==> config.mk <==
export PLATFORM = sky130hd
export DESIGN_NAME = neuromorphic_x1_wb_master
export DESIGN_NICKNAME = d
export VERILOG_FILES = /design/src/rtl/neuromorphic_x1_pkg.sv /design/src/rtl/neuromorphic_x1_wb_xfer.sv /design/src/rtl/neuromorphic_x1_wb_master.sv
export SDC_FILE = /design/constraint.sdc
export NUM_CORES = 1
export LEC_CHECK = 0
export BUFFER_PORTS_ARGS = -buffer_cell sky130_fd_sc_hd__buf_2
export CAP_MARGIN = 40
export CORE_AREA = 4 4 156 83
export DETAILED_ROUTE_END_ITERATION = 8
export DIE_AREA = 0 0 160 87
export GPL_ROUTABILITY_DRIVEN = 0
export PLACE_DENSITY_LB_ADDON = 0.12
export SETUP_SLACK_MARGIN = 0.1
export SLEW_MARGIN = 20
export SYNTH_ARGS = -nofsm -noshare
export SYNTH_HDL_FRONTEND = slang
export SYNTH_SLANG_ARGS = --single-unit
==> constraint.sdc <==
create_clock -name wb_clk_i -period 4.9 [get_ports wb_clk_i]
set_input_delay 0.49 -clock wb_clk_i [delete_from_list [all_inputs] [get_ports wb_clk_i]]
set_output_delay 0.49 -clock wb_clk_i [all_outputs]
set_load 0.02 [all_outputs]
==> src/rtl/neuromorphic_x1_pkg.sv <==
// ============================================================================
// Module   : neuromorphic_x1_pkg
// Brief    : Shared constants, command-word layout and FSM state type for the
//            Neuromorphic_X1 Wishbone initiator.
// Revision : 1.0
// ============================================================================
`default_nettype none

package neuromorphic_x1_pkg;

    localparam logic [1:0]  MODE_PROGRAM = 2'b11;
    localparam logic [1:0]  MODE_READ    = 2'b01;

    localparam logic [31:0] EMPTY_MARKER = 32'hDEAD_C0DE;
    localparam logic [31:0] DEFAULT_ADDR = 32'h3000_000C;

    localparam int MODE_LSB = 30;
    localparam int ROW_LSB  = 25;
    localparam int COL_LSB  = 20;
    localparam int DATA_LSB = 0;
    localparam int ROW_W    = 5;
    localparam int COL_W    = 5;
    localparam int DATA_W   = 8;

    localparam logic [1:0] ERR_OK             = 2'b00;
    localparam logic [1:0] ERR_ACK_TIMEOUT    = 2'b01;
    localparam logic [1:0] ERR_POLL_EXHAUSTED = 2'b10;
    localparam logic [1:0] ERR_MALFORMED      = 2'b11;

    typedef enum logic [2:0] {
        IDLE        = 3'd0,
        CMD_WR      = 3'd1,
        POLL_GAP_ST = 3'd2,
        POLL_RD     = 3'd3,
        RESP        = 3'd4
    } state_t;

    // READ commands carry a zero data byte; the core ignores it anyway.
    function automatic logic [31:0] build_cmd(
        input logic              op,
        input logic [ROW_W-1:0]  row,
        input logic [COL_W-1:0]  col,
        input logic [DATA_W-1:0] data
    );
        logic [31:0] w;
        w                      = '0;
        w[MODE_LSB +: 2]       = op ? MODE_PROGRAM : MODE_READ;
        w[ROW_LSB +: ROW_W]    = row;
        w[COL_LSB +: COL_W]    = col;
        w[DATA_LSB +: DATA_W]  = op ? data : '0;
        return w;
    endfunction

endpackage

`default_nettype wire

==> src/rtl/neuromorphic_x1_wb_xfer.sv <==
// ============================================================================
// Module   : neuromorphic_x1_wb_xfer
// Brief    : Single Wishbone classic cycle with ack timeout; done/timeout are
//            one-cycle pulses issued after the cycle ends.
// Revision : 1.0
// ============================================================================
`default_nettype none

module neuromorphic_x1_wb_xfer
    import neuromorphic_x1_pkg::*;
#(
    parameter int ACK_TIMEOUT = 16
)(
    input  logic        wb_clk_i,
    input  logic        wb_rst_ni,
    input  logic        start,
    input  logic        we,
    input  logic [31:0] dat,
    output logic        done,
    output logic        timeout,
    output logic [31:0] rdata,
    output logic        wbm_cyc_o,
    output logic        wbm_stb_o,
    output logic        wbm_we_o,
    output logic [31:0] wbm_dat_o,
    input  logic [31:0] wbm_dat_i,
    input  logic        wbm_ack_i
);

    localparam int                 c_CNT_W    = $clog2(ACK_TIMEOUT + 1);
    localparam logic [c_CNT_W-1:0] c_CNT_LAST = c_CNT_W'(ACK_TIMEOUT - 1);

    logic               r_cyc;
    logic               r_we;
    logic               r_done;
    logic               r_timeout;
    logic [31:0]        r_dat;
    logic [31:0]        r_rdata;
    logic [c_CNT_W-1:0] r_cnt;

    // Ack is only honoured while cyc is high and wins over a same-cycle expiry.
    always_ff @(posedge wb_clk_i or negedge wb_rst_ni) begin
        if (!wb_rst_ni) begin
            r_cyc     <= 1'b0;
            r_we      <= 1'b0;
            r_done    <= 1'b0;
            r_timeout <= 1'b0;
            r_dat     <= '0;
            r_rdata   <= '0;
            r_cnt     <= '0;
        end else begin
            r_done    <= 1'b0;
            r_timeout <= 1'b0;
            if (!r_cyc) begin
                if (start) begin
                    r_cyc <= 1'b1;
                    r_we  <= we;
                    r_dat <= dat;
                    r_cnt <= '0;
                end
            end else if (wbm_ack_i) begin
                r_cyc   <= 1'b0;
                r_we    <= 1'b0;
                r_done  <= 1'b1;
                r_rdata <= wbm_dat_i;
            end else if (r_cnt == c_CNT_LAST) begin
                r_cyc     <= 1'b0;
                r_we      <= 1'b0;
                r_timeout <= 1'b1;
            end else begin
                r_cnt <= r_cnt + 1'b1;
            end
        end
    end

    assign done      = r_done;
    assign timeout   = r_timeout;
    assign rdata     = r_rdata;
    assign wbm_cyc_o = r_cyc;
    assign wbm_stb_o = r_cyc;
    assign wbm_we_o  = r_we;
    assign wbm_dat_o = r_dat;

endmodule

`default_nettype wire

==> src/rtl/neuromorphic_x1_wb_master.sv <==
// ============================================================================
// Module   : neuromorphic_x1_wb_master
// Brief    : Valid/ready request front end that writes PROGRAM/READ commands
//            to the Neuromorphic_X1 port and polls for READ results.
// Revision : 1.0
// ============================================================================
`default_nettype none

module neuromorphic_x1_wb_master
    import neuromorphic_x1_pkg::*;
#(
    parameter logic [31:0] ADDR        = DEFAULT_ADDR,
    parameter int          ACK_TIMEOUT = 16,
    parameter int          POLL_GAP    = 8,
    parameter int          MAX_POLL    = 1024
)(
    input  logic        wb_clk_i,
    input  logic        wb_rst_ni,
    input  logic        req_valid_i,
    output logic        req_ready_o,
    input  logic        req_op_i,
    input  logic [4:0]  req_row_i,
    input  logic [4:0]  req_col_i,
    input  logic [7:0]  req_data_i,
    output logic        rsp_valid_o,
    output logic        rsp_op_o,
    output logic        rsp_bit_o,
    output logic [1:0]  rsp_err_o,
    output logic        busy_o,
    output logic        wbm_cyc_o,
    output logic        wbm_stb_o,
    output logic        wbm_we_o,
    output logic [3:0]  wbm_sel_o,
    output logic [31:0] wbm_adr_o,
    output logic [31:0] wbm_dat_o,
    input  logic [31:0] wbm_dat_i,
    input  logic        wbm_ack_i
);

    localparam int                  c_GAP_W     = $clog2(POLL_GAP + 1);
    localparam int                  c_POLL_W    = $clog2(MAX_POLL + 1);
    localparam logic [c_GAP_W-1:0]  c_GAP_LAST  = c_GAP_W'(POLL_GAP - 1);
    localparam logic [c_POLL_W-1:0] c_POLL_LAST = c_POLL_W'(MAX_POLL - 1);

    state_t              r_state;
    logic                r_ready;
    logic                r_op;
    logic                r_rsp_valid;
    logic                r_rsp_op;
    logic                r_rsp_bit;
    logic [1:0]          r_rsp_err;
    logic [31:0]         r_cmd;
    logic [c_GAP_W-1:0]  r_gap;
    logic [c_POLL_W-1:0] r_poll;

    logic                w_accept;
    logic                w_gap_done;
    logic                w_fin;
    logic                w_fin_bit;
    logic [1:0]          w_fin_err;
    logic [31:0]         w_cmd_new;
    logic                w_done;
    logic                w_timeout;
    logic                w_cyc;
    logic [31:0]         w_rdata;

    assign w_accept   = (r_state == IDLE) && req_valid_i && r_ready;
    assign w_gap_done = (r_state == POLL_GAP_ST) && (r_gap == c_GAP_LAST);
    assign w_cmd_new  = build_cmd(req_op_i, req_row_i, req_col_i, req_data_i);

    // The command write launches on the accept edge so cyc rises with CMD_WR.
    neuromorphic_x1_wb_xfer #(
        .ACK_TIMEOUT (ACK_TIMEOUT)
    ) u_xfer (
        .wb_clk_i  (wb_clk_i),
        .wb_rst_ni (wb_rst_ni),
        .start     (w_accept | w_gap_done),
        .we        (w_accept),
        .dat       (w_accept ? w_cmd_new : r_cmd),
        .done      (w_done),
        .timeout   (w_timeout),
        .rdata     (w_rdata),
        .wbm_cyc_o (w_cyc),
        .wbm_stb_o (wbm_stb_o),
        .wbm_we_o  (wbm_we_o),
        .wbm_dat_o (wbm_dat_o),
        .wbm_dat_i (wbm_dat_i),
        .wbm_ack_i (wbm_ack_i)
    );

    // Decide whether the transfer that just ended completes the request.
    always_comb begin
        w_fin     = 1'b0;
        w_fin_bit = 1'b0;
        w_fin_err = ERR_OK;
        if ((r_state == CMD_WR || r_state == POLL_RD) && w_timeout) begin
            w_fin     = 1'b1;
            w_fin_err = ERR_ACK_TIMEOUT;
        end else if (r_state == CMD_WR && w_done && r_op) begin
            w_fin = 1'b1;
        end else if (r_state == POLL_RD && w_done) begin
            if (w_rdata[31:1] == 31'd0) begin
                w_fin     = 1'b1;
                w_fin_bit = w_rdata[0];
            end else if (w_rdata == EMPTY_MARKER) begin
                if (r_poll == c_POLL_LAST) begin
                    w_fin     = 1'b1;
                    w_fin_err = ERR_POLL_EXHAUSTED;
                end
            end else begin
                w_fin     = 1'b1;
                w_fin_err = ERR_MALFORMED;
            end
        end
    end

    always_ff @(posedge wb_clk_i or negedge wb_rst_ni) begin
        if (!wb_rst_ni) begin
            r_state     <= IDLE;
            r_ready     <= 1'b0;
            r_op        <= 1'b0;
            r_rsp_valid <= 1'b0;
            r_rsp_op    <= 1'b0;
            r_rsp_bit   <= 1'b0;
            r_rsp_err   <= ERR_OK;
            r_cmd       <= '0;
            r_gap       <= '0;
            r_poll      <= '0;
        end else begin
            r_rsp_valid <= 1'b0;
            if (w_fin) begin
                r_state     <= RESP;
                r_rsp_valid <= 1'b1;
                r_rsp_op    <= r_op;
                r_rsp_bit   <= w_fin_bit;
                r_rsp_err   <= w_fin_err;
            end else begin
                case (r_state)
                    IDLE: begin
                        r_ready <= !w_accept;
                        if (w_accept) begin
                            r_op    <= req_op_i;
                            r_cmd   <= w_cmd_new;
                            r_state <= CMD_WR;
                        end
                    end
                    CMD_WR: begin
                        if (w_done) begin
                            r_state <= POLL_GAP_ST;
                            r_gap   <= '0;
                            r_poll  <= '0;
                        end
                    end
                    POLL_GAP_ST: begin
                        if (w_gap_done) begin
                            r_state <= POLL_RD;
                        end else begin
                            r_gap <= r_gap + 1'b1;
                        end
                    end
                    POLL_RD: begin
                        // Only an empty-marker poll below the limit lands here.
                        if (w_done) begin
                            r_poll  <= r_poll + 1'b1;
                            r_gap   <= '0;
                            r_state <= POLL_GAP_ST;
                        end
                    end
                    RESP: begin
                        r_ready <= 1'b1;
                        r_state <= IDLE;
                    end
                    default: begin
                        r_state <= IDLE;
                    end
                endcase
            end
        end
    end

    assign req_ready_o = r_ready;
    assign rsp_valid_o = r_rsp_valid;
    assign rsp_op_o    = r_rsp_op;
    assign rsp_bit_o   = r_rsp_bit;
    assign rsp_err_o   = r_rsp_err;
    assign busy_o      = (r_state != IDLE);
    assign wbm_cyc_o   = w_cyc;
    assign wbm_sel_o   = w_cyc ? 4'hF : 4'h0;
    assign wbm_adr_o   = w_cyc ? ADDR : 32'h0;

endmodule

`default_nettype wire

# After elaboration in Yosys (flattened, before gate mapping)
# Index checks and enable logic that the tools add are counted.
[op_classes]
bitwise_logic = 3
mux = 51
eq_ne = 18
n_addsub = 3
reduce_logical = 27
[op_table]
columns = ["operator", "count"]
rows = [
  ["== test 32 bit, second input constant", 1],
  ["two-way mux 32 bit", 1],
  ["zero test 31 bit", 1],
  ["two-way mux 30 bit", 1],
  ["two-way mux 1 bit", 24],
  ["two-way mux 11 bit", 2],
  ["case mux 11 bit (2 select lines)", 1],
  ["two-way mux 5 bit", 4],
  ["two-way mux 2 bit", 7],
  ["two-way mux 3 bit", 4],
  ["two-way mux 4 bit", 3],
  ["adder 11 x 1 -> 11 bit, second input constant", 1],
  ["== test 11 x 10 -> 1 bit, second input constant", 1],
  ["AND reduction 2 bit", 5],
  ["case mux 3 bit (3 select lines)", 1],
  ["AND reduction 3 bit", 3],
  ["two-way mux 8 bit", 1],
  ["case mux 4 bit (2 select lines)", 1],
  ["AND reduction 4 bit", 2],
  ["nonzero test 2 bit", 4],
  ["logical AND 1 bit", 7],
  ["== test 3 x 2 -> 1 bit, second input constant", 2],
  ["inequality test 2 x 1 -> 1 bit, second input constant", 3],
  ["inequality test 2 bit, second input constant", 3],
  ["17 further kinds", 19],
]
[totals]
inputBits = 55
wordCells = 119
reg_bits = 130
out_inout_bits = 78

# Logic depth before layout (Yosys ltp)
[depth]
word_depth = 9
depth_mapped = 8
ltp_nobuf = 7

# Modules after synthesis
# Synthesis repeated with hierarchy kept, for this count alone.
[hier_totals]
hier_cells = 577
hier_area_um2 = 5891.9
[by_module_without_submodules]
columns = ["mod", "area_each_um2", "instances", "cells_per_inst", "seq_area_each_um2"]
rows = [
  ["neuromorphic_x1_wb_master", 3039.2, 1, 335, 1426.4],
  ["neuromorphic_x1_wb_xfer", 2852.7, 1, 242, 1826.8],
]

# Worst setup path before layout
# Ideal clock, no wire load.
[synth_timing]
path_type = "register to register"
start = "register u_xfer.r_rdata[5] (netlist: u_xfer.rdata[5])"
end = "register r_gap[0]"
synth_period_minus_slack_ps = 2185
arrival_ps = 2061
t_required_ps = 4775
path_stages_with_launch = 7
setup_time_ps = 125
n_path_buf = 1
path_slack_ps = 2715
cell_sequence = "dfrtp_1 > or4_4 > nor4_4 > a21oi_2 > buf_6 > nor3_1 > mux2_2"
[synth_between]
elab_chain_len = 8
[synth_rtl]
columns = ["element", "line", "rtl"]
rows = [
  ["start: declaration", "neuromorphic_x1_wb_xfer.sv:38", "logic [31:0] r_rdata;"],
  ["start signal: assignment", "neuromorphic_x1_wb_xfer.sv:65", "r_rdata <= wbm_dat_i;"],
  ["== test 32 bit", "neuromorphic_x1_wb_master.sv:105", "end else if (w_rdata == EMPTY_MARKER) begin"],
  ["two-way mux 1 bit", "neuromorphic_x1_wb_master.sv:105", ""],
  ["two-way mux 1 bit (*)", "neuromorphic_x1_wb_master.sv:102", "if (w_rdata[31:1] == 31'd0) begin"],
  ["two-way mux 1 bit (*)", "neuromorphic_x1_wb_master.sv:101", "end else if (r_state == POLL_RD && w_done) begin"],
  ["two-way mux 1 bit (*)", "neuromorphic_x1_wb_master.sv:99", "end else if (r_state == CMD_WR && w_done && r_op) begin"],
  ["two-way mux 1 bit (*)", "neuromorphic_x1_wb_master.sv:96", "if ((r_state == CMD_WR || r_state == POLL_RD) && w_timeout) begin"],
  ["NOT 1 bit (no line) (*)", "-", ""],
  ["AND reduction 4 bit (no line) (*)", "-", ""],
  ["end signal: assignment", "neuromorphic_x1_wb_master.sv:158", "r_gap <= r_gap + 1'b1;"],
  ["end: declaration", "neuromorphic_x1_wb_master.sv:53", "logic [c_GAP_W-1:0] r_gap;"],
]
# Every way passes the cells marked *; elsewhere a longest branch is shown, timed or not.
# A chain may end at the register's enable or synchronous reset.

# Final worst setup path
[layout_timing]
start = "register u_xfer.r_rdata[17] (netlist: u_xfer.rdata[17])"
end = "register r_gap[3]"
# Same word-level chain as after synthesis.

==> flow_summary.json <==
{
  "status": "finished clean",
  "antenna_left": 0,
  "io_pins": 133,
  "die_w_um": 160,
  "clock.fmax_ghz": 0.388,
  "overflow": 0,
  "synth-main-ff-cell": "dfrtp_1",
  "place_ws_ns": 2.38,
  "first_global_vias": 3950,
  "rsz0062_at_grt": "no",
  "final_core_util": 0.585,
  "wl_met2_um": 5190,
  "hp-class": "in -> async",
  "grt_util_all_layers": 0.190,
  "met1Wirelength_um": 6380,
  "htree_levels": 4,
  "startpoint_type": "flip-flop",
  "ctsHoldBuffers": 0,
  "drc_errors": 0,
  "fin_crit_sh": 0.526,
  "cellLeakagePower_nw": 3.35,
  "crit_fanout": 15,
  "tightest_slew_ns": 0.815,
  "num_vias": 3978,
  "detailed_place_hpwl_um": 8750,
  "grt_start_max_net_pins": 51,
  "cts_tree": "built",
  "slew-limit-headroom": 0.455,
  "critical_path.endpoint_type": "flip-flop",
  "critical_path_class": "reg -> reg",
  "coreArea_mm2": 0.0116,
  "cp_data_arrival_time_ns": 2.87,
  "start_util": 0.487,
  "dp_cells": 721,
  "die_y_um": 87,
  "vias_per_cell": 5.27,
  "path_clk_slew_ns": 0.06,
  "wl_met3_um": 859,
  "routed.top_layer": "met4",
  "cts_sinks": 130,
  "clock_latency_ns": 0.41,
  "dieArea_mm2": 0.0139,
  "syn_avg_cell_area_um2": 11.4,
  "netlist_instances": 493,
  "ys_seq_area_frac": 0.578,
  "wl_per_cell_um": 16.6,
  "syn-cell-area_mm2": 0.00563,
  "power_density_mw_per_mm2": 611,
  "synth-seq-cells": 130,
  "mostFrequentLayoutCells": "dfrtp_1 (130), buf_2 (103), nand2_1 (64)",
  "crit_required_ns": 5.19,
  "hold_violations": 0,
  "nets": 651,
  "final_common_cell": "dfrtp_1",
  "ir_drop_mv": 0.294,
  "yosysWarnings": 0,
  "row_count": 28,
  "worst_r2r_path_depth": 6,
  "drtIter0Drc": 271,
  "clock_path_buffers": 2,
  "cts_buffers": 17,
  "setup_viol": 0,
  "synth_edf_count": 0,
  "synth.distinct_cells": 54,
  "cts_resized": 0,
  "final_cells": 755,
  "antenna_found_initial": 0,
  "final_max_slew_viol_count": 0,
  "fin_skew_ns": 0.00812,
  "io_buffers": 104,
  "setup_ws_ns": 2.32,
  "totalWireLength_um": 12500,
  "synthArstFlopShare": 1.00,
  "cts_root_buf": "clkbuf_16",
  "num_antenna_cells": 0,
  "hold_slack_ns": 0.0288,
  "drt_first_pass_iters": 4,
  "post_cts_buffers": 0,
  "period_needed_ns": 2.58,
  "syn2layout_area_growth_pct": 20.2,
  "cap_violations": 0,
  "drive_gt1_frac": 0.331,
  "setup_tns_ns": 0,
  "grt_pass1_wl_um": 20800
}
[layout make-up]
class | count | area (um^2)
Inverter | 9 | 33.8
Timing Repair Buffer | 113 | 617
Multi-Input combinational cell | 321 | 2080
Tap cell | 150 | 188
Clock buffer | 19 | 453
Fill cell | 945 | 4790
Clock inverter | 13 | 149
Sequential cell | 130 | 3250
[through the flow]
stage,instance area (um^2),total power [mW]
detailed placement,6150,2.87
global route,6770,4.39
global placement,6100,2.80
CTS,6750,4.17
finish,6770,4.13
floorplan,5730,2.53
[path summary, 6_finish.rpt]
kind | startpoint | endpoint | slack (ns)
max | u_xfer.rdata[17] | r_gap[3] | 2.32
min | wb_rst_ni | r_cmd[22] | 0.03
max reg2reg | u_xfer.rdata[17] | r_gap[3] | 2.32
min reg2reg | r_cmd[6] | r_cmd[6] | 0.46
max in group asynchronous | wb_rst_ni | u_xfer.wbm_dat_o[27] | 3.85
min in group wb_clk_i | wbm_dat_i[28] | u_xfer.rdata[28] | 0.31
[registers in the layout, indices dropped and copies added (netlist names), 2 cells and up]
register	flops
u_xfer.r_cnt	5
rsp_err_o	2
r_gap	4
r_poll	11
r_state	3
u_xfer.wbm_dat_o	32
r_cmd	32
u_xfer.rdata	32
[cell families after synthesis]
family | count (synthesis) | share of synthesized area
DFF | 130 | 0.578
and+or+nand+nor | 179 | 0.167
AOI/OAI and AO/OA | 62 | 0.0780
muxes | 47 | 0.0938
other | 1 | 0.000666
xor gates and xnor gates | 1 | 0.00156
adders and majority gates | 4 | 0.00889
buffers and inverters | 69 | 0.0722
[critical path, cell delays in order (launching register included)]
cell and delay, ns:
dfrtp_1 0.37, or4_1 0.62, nor4_4 0.32, a21oi_2 0.19
buf_6 0.20, or3_1 0.39, o41ai_1 0.36
[routing by layer]
| metal | global-route usage | vias up |
|---|---|---|
| met2 | 0.264 | 156 |
| met4 | 0.0609 | 0 |
| met1 | 0.287 | 1929 |
| li1 | - | 1884 |
| met3 | 0.0530 | 9 |
| met5 | 0 | - |
[power by group]
group	switching, mW	internal [mW]	leakage (nW)
registers	0.264	1.43	1.65
logic	0.665	0.499	1.41
clock network	0.491	0.785	0.293
[Yosys cell counts (all sizes together), types with 2 or more instances]
cell type | count | area (um^2)
dfrtp | 130 | 3250
nand2 | 64 | 240
mux2 | 46 | 518
buf | 44 | 313
nand3 | 23 | 115
nor2 | 21 | 81.3
clkbuf | 16 | 60.1
a22o | 14 | 123
and2 | 12 | 75.1
o21ai | 11 | 55.1
a21oi | 9 | 48.8
a31oi | 9 | 56.3
inv | 9 | 33.8
or4 | 9 | 75.1
nand4 | 8 | 50.1
nor3 | 6 | 30.0
nor4 | 6 | 58.8
and3 | 5 | 31.3
nand3b | 5 | 37.5
or3 | 5 | 31.3
ha | 4 | 50.1
nand2b | 4 | 25.0
o31ai | 4 | 30.0
a21o | 2 | 15.0
a32o | 2 | 20.0
and3b | 2 | 17.5
nand4b | 2 | 17.5
nor2b | 2 | 12.5
o211ai | 2 | 15.0
o22ai | 2 | 12.5
o41ai | 2 | 17.5
or3b | 2 | 17.5
Note: power is estimated with default switching activity, not from simulation.
